==> src/rtl/uart_rx_param.sv <==
// Parametrised UART receiver: oversampled mid-bit sampling, start-bit glitch filter,
// parity/framing/overrun reporting and a valid/ready output handshake.
module uart_rx_param #(
    parameter int DATA_BITS   = 8,
    parameter int PARITY_MODE = 1,
    parameter int STOP_BITS   = 1,
    parameter int OVERSAMPLE  = 16
) (
    input  logic                 clk2,
    input  logic                 rst,
    input  logic                 sample_tick,
    input  logic                 rx,
    output logic [DATA_BITS-1:0] rx_data,
    output logic                 rx_valid,
    input  logic                 rx_ready,
    output logic                 parity_err,
    output logic                 frame_err,
    output logic                 overrun_err,
    output logic                 busy
);

    localparam int TW = $clog2(OVERSAMPLE);
    localparam int BW = $clog2(DATA_BITS + 1);

    localparam logic [TW-1:0] TICK_MID  = TW'(OVERSAMPLE / 2 - 1);
    localparam logic [TW-1:0] TICK_LAST = TW'(OVERSAMPLE - 1);
    localparam logic [BW-1:0] DATA_LAST = BW'(DATA_BITS - 1);
    localparam logic [BW-1:0] STOP_LAST = BW'(STOP_BITS - 1);

    typedef enum logic [2:0] {
        IDLE,
        START,
        DATA,
        PARITY,
        STOP,
        WAIT_HIGH
    } state_t;

    logic                 rx_meta;
    logic                 rxs;

    state_t               state_q, state_d;
    logic [TW-1:0]        tick_q, tick_d;
    logic [BW-1:0]        bit_q, bit_d;
    logic [DATA_BITS-1:0] shreg_q, shreg_d;
    logic                 par_q, par_d;
    logic                 frm_q, frm_d;
    logic                 done;

    // Two-flop synchronizer; idle-high reset so a reset never looks like a start bit.
    always_ff @(posedge clk2) begin
        if (rst) begin
            rx_meta <= 1'b1;
            rxs     <= 1'b1;
        end else begin
            rx_meta <= rx;
            rxs     <= rx_meta;
        end
    end

    always_ff @(posedge clk2) begin
        if (rst) begin
            state_q <= IDLE;
            tick_q  <= '0;
            bit_q   <= '0;
            shreg_q <= '0;
            par_q   <= 1'b0;
            frm_q   <= 1'b0;
        end else begin
            state_q <= state_d;
            tick_q  <= tick_d;
            bit_q   <= bit_d;
            shreg_q <= shreg_d;
            par_q   <= par_d;
            frm_q   <= frm_d;
        end
    end

    always_comb begin
        state_d = state_q;
        tick_d  = tick_q;
        bit_d   = bit_q;
        shreg_d = shreg_q;
        par_d   = par_q;
        frm_d   = frm_q;
        done    = 1'b0;

        if (sample_tick) begin
            unique case (state_q)
                IDLE: begin
                    if (!rxs) begin
                        state_d = START;
                        tick_d  = '0;
                        bit_d   = '0;
                        par_d   = 1'b0;
                        frm_d   = 1'b0;
                    end
                end

                // Re-check at the start-bit centre to reject short glitches.
                START: begin
                    if (tick_q == TICK_MID) begin
                        tick_d  = '0;
                        state_d = rxs ? IDLE : DATA;
                    end else begin
                        tick_d = tick_q + 1'b1;
                    end
                end

                DATA: begin
                    if (tick_q == TICK_LAST) begin
                        tick_d  = '0;
                        shreg_d = {rxs, shreg_q[DATA_BITS-1:1]};
                        if (bit_q == DATA_LAST) begin
                            bit_d   = '0;
                            state_d = (PARITY_MODE != 0) ? PARITY : STOP;
                        end else begin
                            bit_d = bit_q + 1'b1;
                        end
                    end else begin
                        tick_d = tick_q + 1'b1;
                    end
                end

                PARITY: begin
                    if (tick_q == TICK_LAST) begin
                        tick_d  = '0;
                        par_d   = (PARITY_MODE == 2) ? ~(^shreg_q ^ rxs) : (^shreg_q ^ rxs);
                        state_d = STOP;
                    end else begin
                        tick_d = tick_q + 1'b1;
                    end
                end

                // Word completes at the centre of the last stop bit so a following
                // start edge is caught even when frames are back-to-back.
                STOP: begin
                    if (tick_q == TICK_LAST) begin
                        tick_d = '0;
                        frm_d  = frm_q | ~rxs;
                        if (bit_q == STOP_LAST) begin
                            done    = 1'b1;
                            bit_d   = '0;
                            state_d = frm_d ? WAIT_HIGH : IDLE;
                        end else begin
                            bit_d = bit_q + 1'b1;
                        end
                    end else begin
                        tick_d = tick_q + 1'b1;
                    end
                end

                WAIT_HIGH: begin
                    if (rxs) begin
                        state_d = IDLE;
                    end
                end

                default: state_d = IDLE;
            endcase
        end
    end

    always_ff @(posedge clk2) begin
        if (rst) begin
            rx_data     <= '0;
            rx_valid    <= 1'b0;
            parity_err  <= 1'b0;
            frame_err   <= 1'b0;
            overrun_err <= 1'b0;
        end else begin
            overrun_err <= 1'b0;
            if (done && (!rx_valid || rx_ready)) begin
                rx_data    <= shreg_q;
                parity_err <= par_q;
                frame_err  <= frm_d;
                rx_valid   <= 1'b1;
            end else if (done) begin
                overrun_err <= 1'b1;
            end else if (rx_valid && rx_ready) begin
                rx_valid   <= 1'b0;
                parity_err <= 1'b0;
                frame_err  <= 1'b0;
            end
        end
    end

    assign busy = (state_q != IDLE);

endmodule

==> config.mk <==
export PLATFORM = sky130hd
export DESIGN_NAME = uart_rx_param
export DESIGN_NICKNAME = d
export VERILOG_FILES = /design/src/rtl/uart_rx_param.sv
export SDC_FILE = /design/constraint.sdc
export NUM_CORES = 1
export LEC_CHECK = 0
export ABC_AREA = 0
export BUFFER_PORTS_ARGS = -buffer_cell sky130_fd_sc_hd__buf_4
export CAP_MARGIN = 20
export CORE_ASPECT_RATIO = 1.25
export CORE_MARGIN = 4
export CORE_UTILIZATION = 40
export CTS_BUF_LIST = sky130_fd_sc_hd__clkbuf_4
export DETAILED_ROUTE_END_ITERATION = 10
export GPL_TIMING_DRIVEN = 0
export PLACE_DENSITY = 0.64
export SYNTH_ARGS = -nofsm -noshare
export SYNTH_HDL_FRONTEND = slang
export SYNTH_SLANG_ARGS = --single-unit
export TNS_END_PERCENT = 100
==> constraint.sdc <==
create_clock -name clk2 -period 2.2 [get_ports clk2]
set_input_delay 0.22 -clock clk2 [delete_from_list [all_inputs] [get_ports clk2]]
set_output_delay 0.22 -clock clk2 [all_outputs]
set_load 0.02 [all_outputs]
==> impl_results.md <==
* I/O pin cnt at 18
* Syn_area_per_cell at ~9 sq um
* H-tree depth at 2
* Yosys cell types at ~50
* Seq/Total Area, Yosys at 39.69%
* 1st-iter DRT viols at 78
* CTS root buf: clkbuf_4
* Worst Hold Class: input port to flip-flop
* Clock insertion delay at the later pin of the skew report at 0.34 ns
* Gpl congestion at 0.8474
* PD cells at 529.0 mW/mm^2
* RSZ-0062 raised after global routing: false
* Final period utilization at just over 90%
* Critical Path Max Stage Delay at 0.41 ns
* Top cell type's share of synthesized area at about two fifths
* Total grt overflow at 0
* Least-Margin Pin Slew at 0.5535 ns
* Crit path capture type: flip-flop
* Worst setup SP type: flip-flop
* Total power of the final layout at 1.066 mW
* Remaining DRCs at 0
* Clock tree sinks at 35
* DR vias at around 1,500
* PortBufs at 16
* Die area at 0.005547 sq mm
* Drt pass-1 iters at 4
* Worst-case vdd ir drop at 257.5 uV
* Share of cells above drive strength 1 at 20.89%
* Syn Inst Count at 201
* FF+latch count, synth at 35
* Final hold vios at 0
* First-pass GRT wire length at 6479 microns
* DRT antenna net count at 0
* Clk pin slew, worst setup/hold paths at 0.12 ns
* Initial antenna violation count at 0
* Die H at between 80 and 90 microns
* Pins over their slew limit at 0
* Num rows at 26
* Dpl cell area at 0.001956 sq mm
* Crit path buf inv count at 0
* Final WL at 3559 microns
* Num CTS Buffers at 5
* TritonCTS clock tree: done
* Largest net degree at the start of global routing at 13
* Worst EP arrival at between 2 and 2.5 ns
* Ys async rst share at 0%
* Design area at 0.002016 sq mm
* Post-synth top area cell: dfxtp_1
* Slew headroom at 62.85%
* Die extent in x at 67.42 microns
* Dpl hpwl at 2609 microns
* Status: completed
* # Post-CTS Setup Buffers at 0
* All-Layer GR Usage at 15.23%
* Via-to-Cell Ratio at about 5.3
* Period minus WS final at 2.055 ns
* Count leader, synth: dfxtp_1
* Mapped Nets at 209
* Fin Clk Skew at 0.01261 ns
* Initial core utilization at 42.40%
* WP data required at 2.47 ns
* Vias in the first global route at between 1,000 and 1,500
* Worst-path cell chain: ha_2, nand2_2, o311a_1, or3_4, or3b_1, a211oi_2
* Primary FF master, synth: dfxtp_1
* Final setup vio count at 0
* Setup Crit Path Kind: flip-flop to flip-flop
* Final net count at 232
* Fin util at between 40% and 50%
* Clk buf depth at 2
* EDFF count, synth at 0
* Crit-path slowest cell: or3_4
* Area delta synth->final at 14.17%
* Critical path's top delay family: simple AND/OR/NAND/NOR gates
* Max_cap viols at 0
* Post-synth top cells: 35 x dfxtp_1, 22 x nor2_1, 18 x nand2_1, 16 x a21oi_1, 14 x o21ai_0
* Pleak at 0.7969 nW
* Core area at 0.004164 sq mm
* Final TNS setup at 0 ns
* Fmax at between 400 and 500 MHz
* CP max FO at 6
* Synthesized cell area at 0.001765 sq mm
* ANT cells at 0
* Synth area leaders: dfxtp_1 40%, mux2i_1 5.1%, nor2_1 4.7%
* Routed WL per cell at 12.67 microns
* # fillers at 444
* Yosys Warn Count at 0
## worst paths after layout
| path | depth (start not counted) | from | slack, ns | end |
|---|---|---|---|---|
| max | 6 | tick_q[0] | 0.15 | state_q[0] |
| min | 2 | rx | 0.07 | rx_meta |
| max reg2reg | 6 | tick_q[0] | 0.15 | state_q[0] |
| min reg2reg | 1 | rx_meta | 0.40 | rxs |
## placed cells by master (no fill, tap or decap), types with 3 or more instances in the layout
cell / instances
nand2_1: 18
nand4_1: 3
nand3_1: 6
inv_1: 4
clkbuf_1: 5
or2_2: 3
or3b_1: 3
dfxtp_1: 35
buf_4: 19
nor2_1: 22
xnor2_1: 8
o21ai_0: 14
nor3_1: 5
mux2i_1: 9
clkbuf_4: 5
buf_6: 4
a21oi_1: 16
## final cells by class
cell class / count / area, sq um / area share [%]
clock inverters: 3 / 20.02 / 0.9932
clock buffers: 5 / 37.54 / 1.862
plain buffers: 12 / 86.33 / 4.283
multi-input cells: 150 / 965.9 / 47.92
well taps: 56 / 70.07 / 3.476
repair buffers: 16 / 120.1 / 5.959
inverters: 4 / 15.01 / 0.7449
flip-flops and latches: 35 / 700.7 / 34.76
## flip-flops by register name (all words and copies together) (netlist names)
register,flops
state_q,3
parity_err,1
rx_valid,1
rxs,1
tick_q,4
frm_q,1
shreg_q,8
rx_data,8
frame_err,1
rx_meta,1
par_q,1
overrun_err,1
bit_q,4
## metrics by stage
step / worst slack [ns] / hold WS, ns / instances
after global routing: 0.01123 / 0.06447 / 281
final: 0.1453 / 0.07113 / 281
after CTS: 0.1037 / 0.05626 / 281
after detailed placement: 0.1378 / 0.3961 / 273
after global placement: 0.1415 / 0.3925 / 273
after floorplan: 0.2606 / 0.3238 / 201
## power by group
| part | internal [mW] | total, mW | switching [mW] |
|---|---|---|---|
| Clock | 0.122 | 0.347 | 0.225 |
| Sequential | 0.638 | 0.642 | 0.00387 |
| Combinational | 0.0343 | 0.0770 | 0.0426 |
| Total | 0.794 | 1.07 | 0.272 |
## layer usage
layer | wire (microns) | global-route usage (%) | vias up
li1 | - | - | 755
met5 | 0 | 0 | -
met3 | 120 | 2.842 | 6
met4 | 69 | 8.316 | 0
met2 | 1786 | 25.66 | 27
met1 | 1583 | 18.11 | 694
## logic make-up (layout without fill, tap and decap cells)
| logic type | count (synthesis) | after routing | synth area share, % |
|---|---|---|---|
| AOI/OAI and AO/OA | 46 | 46 | 16.16 |
| DFF | 35 | 35 | 39.69 |
| and+or+nand+nor | 81 | 81 | 24.81 |
| xor gates and xnor gates | 10 | 10 | 5.741 |
| buffers and inverters | 16 | 40 | 5.740 |
| muxes | 10 | 10 | 5.741 |
| adders and majority gates | 3 | 3 | 2.126 |
## what timing repair did
action | in CTS | in global routing
resized for setup | 0 | 1
hold buffers | 0 | 0
setup endpoints to repair | 0 | 5
No activity file was read; power rests on OpenSTA's default activity.
